File: src/rtl/demux_stream_if.sv
// Stream bundle for demux_stream: one valid/ready input stream fanned out to
// CHANNELS valid/ready output streams, plus the dropped-transfer counter.
interface demux_stream_if #(
  parameter int unsigned WIDTH    = 8,
  parameter int unsigned CHANNELS = 4
);
  localparam int unsigned SEL_W = (CHANNELS > 1) ? $clog2(CHANNELS) : 1;

  logic [WIDTH-1:0]          in_data;
  logic                      in_valid;
  logic                      in_ready;
  logic [SEL_W-1:0]          sel;
  logic [CHANNELS*WIDTH-1:0] out_data;
  logic [CHANNELS-1:0]       out_valid;
  logic [CHANNELS-1:0]       out_ready;
  logic [7:0]                drop_count;

  // Upstream producer and downstream consumers side
  modport master (
    output in_data, in_valid, sel, out_ready,
    input  in_ready, out_data, out_valid, drop_count
  );

  // Demultiplexer side
  modport slave (
    input  in_data, in_valid, sel, out_ready,
    output in_ready, out_data, out_valid, drop_count
  );
endinterface

File: src/rtl/demux_stream.sv
// Registered 1-to-CHANNELS stream demultiplexer with a one-entry holding register per channel.
// Optional feature macro: DEMUX_STREAM_DROP_CNT_EN (8-bit saturating invalid-sel drop counter).
module demux_stream #(
  parameter int unsigned WIDTH    = 8,
  parameter int unsigned CHANNELS = 4
) (
  input  logic            clk,
  input  logic            rst_n,
  demux_stream_if.slave   io_bus
);

  localparam int unsigned SEL_W = (CHANNELS > 1) ? $clog2(CHANNELS) : 1;

  logic [CHANNELS-1:0][WIDTH-1:0] r_data_q;
  logic [CHANNELS-1:0]            r_valid;

  logic [CHANNELS-1:0] w_hit;
  logic [CHANNELS-1:0] w_free;
  logic [CHANNELS-1:0] w_wr;
  logic [CHANNELS-1:0] w_consume;
  logic                w_sel_ok;
  logic                w_ready;
  logic                w_accept;

  // Decode sel; an out-of-range sel hits no channel and is always accepted
  always_comb begin
    w_hit = '0;
    for (int unsigned k = 0; k < CHANNELS; k++) begin
      w_hit[k] = (32'(io_bus.sel) == k);
    end
    w_free    = ~r_valid | io_bus.out_ready;
    w_sel_ok  = |w_hit;
    w_ready   = ~w_sel_ok | (|(w_hit & w_free));
    w_accept  = io_bus.in_valid & w_ready;
    w_wr      = w_accept ? w_hit : '0;
    w_consume = r_valid & io_bus.out_ready;
  end

  // Holding registers; a write wins over a same-edge consume to keep full throughput
  always_ff @(posedge clk or negedge rst_n) begin
    if (!rst_n) begin
      r_data_q <= '0;
      r_valid  <= '0;
    end else begin
      for (int unsigned k = 0; k < CHANNELS; k++) begin
        if (w_wr[k]) begin
          r_data_q[k] <= io_bus.in_data;
          r_valid[k]  <= 1'b1;
        end else if (w_consume[k]) begin
          r_valid[k]  <= 1'b0;
        end
      end
    end
  end

`ifdef DEMUX_STREAM_DROP_CNT_EN
  logic [7:0] r_drop_cnt;
  logic       w_drop;

  assign w_drop = w_accept & ~w_sel_ok;

  // Saturating count of transfers discarded for an out-of-range sel
  always_ff @(posedge clk or negedge rst_n) begin
    if (!rst_n) begin
      r_drop_cnt <= 8'd0;
    end else if (w_drop && (r_drop_cnt != 8'hFF)) begin
      r_drop_cnt <= r_drop_cnt + 8'd1;
    end
  end

  assign io_bus.drop_count = r_drop_cnt;
`else
  assign io_bus.drop_count = 8'd0;
`endif

  assign io_bus.in_ready  = w_ready;
  assign io_bus.out_data  = r_data_q;
  assign io_bus.out_valid = r_valid;

endmodule

File: src/flat_wrapper.sv
// flat-port wrapper written by rule: the top's interface ports become plain ports
module demux_stream_flat 
#(
  parameter int unsigned WIDTH    = 8,
  parameter int unsigned CHANNELS = 4
)
  (clk, rst_n, io_bus_in_data, io_bus_in_valid, io_bus_sel, io_bus_out_ready, io_bus_in_ready, io_bus_out_data, io_bus_out_valid, io_bus_drop_count);
  demux_stream_if #(.WIDTH(WIDTH), .CHANNELS(CHANNELS)) io_bus_i ();
  input  logic clk;
  input  logic rst_n;
  input wire logic [$bits(io_bus_i.in_data)-1:0] io_bus_in_data;
  input wire logic [$bits(io_bus_i.in_valid)-1:0] io_bus_in_valid;
  input wire logic [$bits(io_bus_i.sel)-1:0] io_bus_sel;
  input wire logic [$bits(io_bus_i.out_ready)-1:0] io_bus_out_ready;
  output wire logic [$bits(io_bus_i.in_ready)-1:0] io_bus_in_ready;
  output wire logic [$bits(io_bus_i.out_data)-1:0] io_bus_out_data;
  output wire logic [$bits(io_bus_i.out_valid)-1:0] io_bus_out_valid;
  output wire logic [$bits(io_bus_i.drop_count)-1:0] io_bus_drop_count;
  assign io_bus_i.in_data = io_bus_in_data;
  assign io_bus_i.in_valid = io_bus_in_valid;
  assign io_bus_i.sel = io_bus_sel;
  assign io_bus_i.out_ready = io_bus_out_ready;
  assign io_bus_in_ready = io_bus_i.in_ready;
  assign io_bus_out_data = io_bus_i.out_data;
  assign io_bus_out_valid = io_bus_i.out_valid;
  assign io_bus_drop_count = io_bus_i.drop_count;
  demux_stream #(.WIDTH(WIDTH), .CHANNELS(CHANNELS)) u_core (.clk(clk), .rst_n(rst_n), .io_bus(io_bus_i));
endmodule
File: config.mk
export PLATFORM = sky130hd
export DESIGN_NAME = demux_stream_flat
export DESIGN_NICKNAME = d
export VERILOG_FILES = /design/src/rtl/demux_stream_if.sv /design/src/rtl/demux_stream.sv /design/src/flat_wrapper.sv
export SDC_FILE = /design/constraint.sdc
export NUM_CORES = 1
export LEC_CHECK = 0
export BUFFER_PORTS_ARGS = -buffer_cell sky130_fd_sc_hd__buf_4
export CORE_ASPECT_RATIO = 0.9
export CORE_MARGIN = 2
export CORE_UTILIZATION = 50
export CTS_CLUSTER_SIZE = 28
export DETAILED_ROUTE_END_ITERATION = 8
export GPL_TIMING_DRIVEN = 0
export PLACE_DENSITY = 0.94
export SETUP_SLACK_MARGIN = 0.5
export SYNTH_ARGS = -nofsm -noshare
export SYNTH_HDL_FRONTEND = slang
export SYNTH_SLANG_ARGS = --single-unit
File: constraint.sdc
create_clock -name clk -period 3.2 [get_ports clk]
set_clock_uncertainty 0.15 [all_clocks]
set_input_delay 0.16 -clock clk [delete_from_list [all_inputs] [get_ports clk]]
set_output_delay 0.16 -clock clk [all_outputs]
set_load 0.03 [all_outputs]
# --- After elaboration in Yosys (flattened, before gate mapping) ---
# Cells that the tools add are included.
totals:
  register_bits: 36
  inputBits: 17
  output_inout_bits: 45
  elab_cells: 34
classes:
  bitwise: 7
  n_eq_ne: 3
  n_reduce_logical: 7
  muxes: 9
ops:
  columns: ["operator", "count"]
  rows:
  - ["4-bit AND", 2]
  - ["1-bit 2-to-1 mux", 8]
  - ["2-bit nonzero test", 4]
  - ["4-bit OR reduction", 2]
  - ["2-bit == test (second input constant)", 2]
  - ["4-bit 2-to-1 mux", 1]
  - ["4-bit NOT", 1]
  - ["4-bit OR", 1]
  - ["2-bit by 1-bit == test with 1-bit output (second input constant)", 1]
  - ["2-bit zero test", 1]
  - ["1-bit AND", 1]
  - ["1-bit NOT", 1]
  - ["1-bit OR", 1]

# --- Depth between registers and ports, before layout ---
depth:
  word_depth: 8
  ltp_mapped: 4

# --- Worst setup path before layout ---
# No wires, ideal clock.
synth_timing:
  path_type: "reg2reg"
  start: "register u_core.r_valid[1] (netlist: u_core.io_bus.out_valid[1])"
  end: "register u_core.r_data_q (netlist bit u_core.io_bus.out_data[10])"
  arrival_time_ps: 1317
  setup_slack_ps: 1608
  path_buffers: 0
  stages_incl_launch_ff: 4
  t_required_ps: 2925
  setup_time_ps: 125
  path_cell_list: "dfrtp_1 > nand2b_1 > nor3b_4 > mux2_2"
synth_via:
  elab_chain_len: 7
synth_lines:
  columns: ["item", "line", "text"]
  rows:
  - ["start, declared", "demux_stream.sv:15", "logic [CHANNELS-1:0] r_valid;"]
  - ["start signal, assigned", "demux_stream.sv:43", "r_valid <= '0;"]
  - ["start signal, assigned by index", "demux_stream.sv:48", "r_valid[k] <= 1'b1;"]
  - ["start signal, assigned by index", "demux_stream.sv:50", "r_valid[k] <= 1'b0;"]
  - ["4-bit NOT", "demux_stream.sv:31", "w_free = ~r_valid | io_bus.out_ready;"]
  - ["4-bit OR", "demux_stream.sv:31", null]
  - ["4-bit AND", "demux_stream.sv:33", "w_ready = ~w_sel_ok | (|(w_hit & w_free));"]
  - ["4-bit OR reduction", "demux_stream.sv:33", null]
  - ["1-bit OR", "demux_stream.sv:33", null]
  - ["1-bit AND", "demux_stream.sv:34", "w_accept = io_bus.in_valid & w_ready;"]
  - ["4-bit 2-to-1 mux", "demux_stream.sv:35", "w_wr = w_accept ? w_hit : '0;"]
  - ["end signal, assigned by index", "demux_stream.sv:47", "r_data_q[k] <= io_bus.in_data;"]
  - ["end, declared", "demux_stream.sv:14", "logic [CHANNELS-1:0][WIDTH-1:0] r_data_q;"]
# Every way passes these cells.
# A chain may end at the register's enable or synchronous reset.

# --- Final worst setup path ---
layout_timing:
  start: "input io_bus_out_ready[0]"
  end: "output io_bus_in_ready"
layout_via:
  elab_chain_len: 4
layout_lines:
  columns: ["item", "line", "text"]
  rows:
  - ["start, declared", "flat_wrapper.sv:14", "input wire logic [$bits(io_bus_i.out_ready)-1:0] io_bus_out_ready;"]
  - ["4-bit OR", "demux_stream.sv:31", null]
  - ["4-bit AND", "demux_stream.sv:33", null]
  - ["4-bit OR reduction", "demux_stream.sv:33", null]
  - ["1-bit OR", "demux_stream.sv:33", null]
  - ["end, declared", "flat_wrapper.sv:15", "output wire logic [$bits(io_bus_i.in_ready)-1:0] io_bus_in_ready;"]
# Every way passes these cells.

==> flow_summary.yaml <==
clock_network:
  cts_tree: "done"
  cts-root-buf: "clkbuf_4"
  cts_max_level: 2
  clockBufferDepth: 2
  cts_made_buffers: 5
  clkSlewWorstSetupHoldPaths_ps: 110
  post_cts_resized: 0
  worst_skew_pair.late_latency_ps: 340
  cts.sinks: 36
synth:
  synthCells: 96
  synth_cell_type_count: 14
  yosysWarningCount: 0
  synth.top_cell.area_share_pct: 61.7
  ys_top_cells_by_area: "dfrtp_1 62%, mux2_2 25%, buf_4 4.1%"
  synth-seq-cells: 36
  ys.flop_type: "dfrtp_1"
  yosysSeqAreaShare_pct: 61.7
  synth_edf_count: 0
  synthArstFlopShare_pct: 100
  yosysMostFrequentCell: "dfrtp_1"
  avgSynthCellArea_sq_um: 15.2
  yosysTopAreaCell: "dfrtp_1"
  yosys-top-cells-count: "36 x dfrtp_1, 32 x mux2_2, 8 x buf_4"
  syn_area_sq_um: 1460
sta:
  slew_headroom_pct: 64.6
  hold_viol_final: 0
  max_slew.worst_pin.slew_ps: 530
  period_share_pct: 62.3
  period_minus_slack_ps: 1990
  slew_viol_final: 0
  setup_viol: 0
  rsz0062_at_grt: "false"
  clock.fmax_mhz: 502
  setup_tns_ps: 0
critical_path:
  cp.arrival_ps: 1680
  path_class: "primary input to output pin"
  critPathRequiredTime_ps: 2890
  path_max_fanout: 3
  crit_path_end_kind: "output pin"
  crit_path_start_kind: "primary input"
global_route:
  antenna_found_initial: 0
  grt_pass1_wl_microns: 5530
  grt_overflow: 0
  grt_max_degree: 37
  grt_pass1_vias: 1126
  track_usage_pct: 22.8
placement:
  placed_cell_area_sq_um: 1930
  hpwl_microns: 2240
  portBuffers: 53
  gp_congestion: 0.689
route:
  ant_nets: 0
  viasPerCell: 4.66
  drt-total-wl_microns: 3330
  drt_iter0_drc: 8
  route.detailed.drc: 0
  dr.pass1.iters: 4
  wl_per_cell_microns: 15.1
  num_vias: 1026
floorplanning:
  num_rows: 18
  die_area_sq_um: 3370
  die_h_microns: 55.3
  io_pins: 62
  core_area_sq_um: 2770
  fp.dieW_microns: 61.0
  initial_utilization_pct: 52.7
worst_hold_path:
  hold_class: "primary input to asynchronous set/reset pin"
pwr:
  leakage_nw: 1.05
  totalPowerFinal_mw: 1.36
  ir_worst_vdd_uv: 540
  p_per_area_nw_per_um2: 629
status:
  status: "finished clean"
layout:
  area_growth_pct: 47.7
  final_area_sq_um: 2160
  nets: 196
  seq_area_sq_um: 901
  fill_cells: 174
  drive_gt1_share_pct: 58.3
  antenna_cells: 0
  multi_input_area_sq_um: 515
run:
  maxCapViolCount: 0
-- layout make-up --
cell class | count | share of cell area (%)
flip-flops and latches | 36 | 41.8
repair buffers | 69 | 25.9
multi-input cells | 57 | 23.9
plain buffers | 10 | 3.25
clock buffers | 7 | 2.55
well taps | 40 | 2.32
clock inverters | 1 | 0.348
-- critical path, cell delays in order --
cell	delay (ps)
dlygate4sd3_1	530
buf_4	130
nand2b_1	180
mux4_2	490
buf_4	190
-- placed cells by master, fill, tap and decap left out, drive strengths merged, types with 2 or more instances in the layout --
master and instances:
dlygate4sd3 16, conb 8, buf 63, nor2b 2, nand2b 4, clkbuf 7
dfrtp 36, mux2 32, nand2 5
-- state kept, by name, summed over array words and instances, names as in the netlist --
| name | count |
|---|---|
| u_core.io_bus.out_data | 32 |
| u_core.io_bus.out_valid | 4 |
-- power breakdown --
part	internal (mW)	total, mW	switching [mW]
clock	0.108	0.250	0.143
sequential	0.544	0.595	0.0513
combinational	0.218	0.512	0.294
total	0.869	1.36	0.488
-- final timing paths --
check,from,endpoint,slack (ps),cells past startpoint
setup / recovery,io_bus_out_ready[0],io_bus_in_ready,1210,5
hold / removal,rst_n,u_core.io_bus.out_data[11],170,2
setup reg to reg,u_core.io_bus.out_valid[1],u_core.io_bus.out_data[12],1510,3
hold reg to reg,u_core.io_bus.out_data[4],u_core.io_bus.out_data[4],370,1
max in group asynchronous,rst_n,u_core.io_bus.out_data[13],2400,2
min in group clk,u_core.io_bus.out_data[4],u_core.io_bus.out_data[4],370,1
-- through the flow --
step                      hold WS (ps)  setup slack, ps  util [%]  cells
after detailed placement         -12.5             1520      69.8    196
after floorplan                   -286             1610         -    103
final                              167             1210      77.9    220
after global placement           -21.4             1560      69.8    196
after CTS                          148             1230      77.9    220
after global routing               205             1180      77.9    220
-- what timing repair did --
item / 4_1_cts / 5_1_grt
setup endpoints to repair: 0 / 0
hold endpoints to repair: 72 / 0
hold buffers: 16 / 0
setup buffers: 0 / 0
-- metal layers --
layer  vias up  share of wire (%)  global-route usage, %  wire (microns)
met2        42                 52                   37.9            1740
met5         -                  0                      0               0
met1       496                 39                   28.3            1310
met3         5                7.2                   6.79             240
met4         0                1.1                   6.52              36
li1        483                  -                      -               -
-- logic make-up after synthesis --
| kind of cell | share of synthesized area [%] |
|---|---|
| AOI/OAI and AO/OA | 0.342 |
| buffers and inverters | 4.80 |
| DFF | 61.7 |
| muxes | 26.2 |
| other | 0.257 |
| and+or+nand+nor | 6.68 |
No activity file was read; power rests on OpenSTA's default activity.
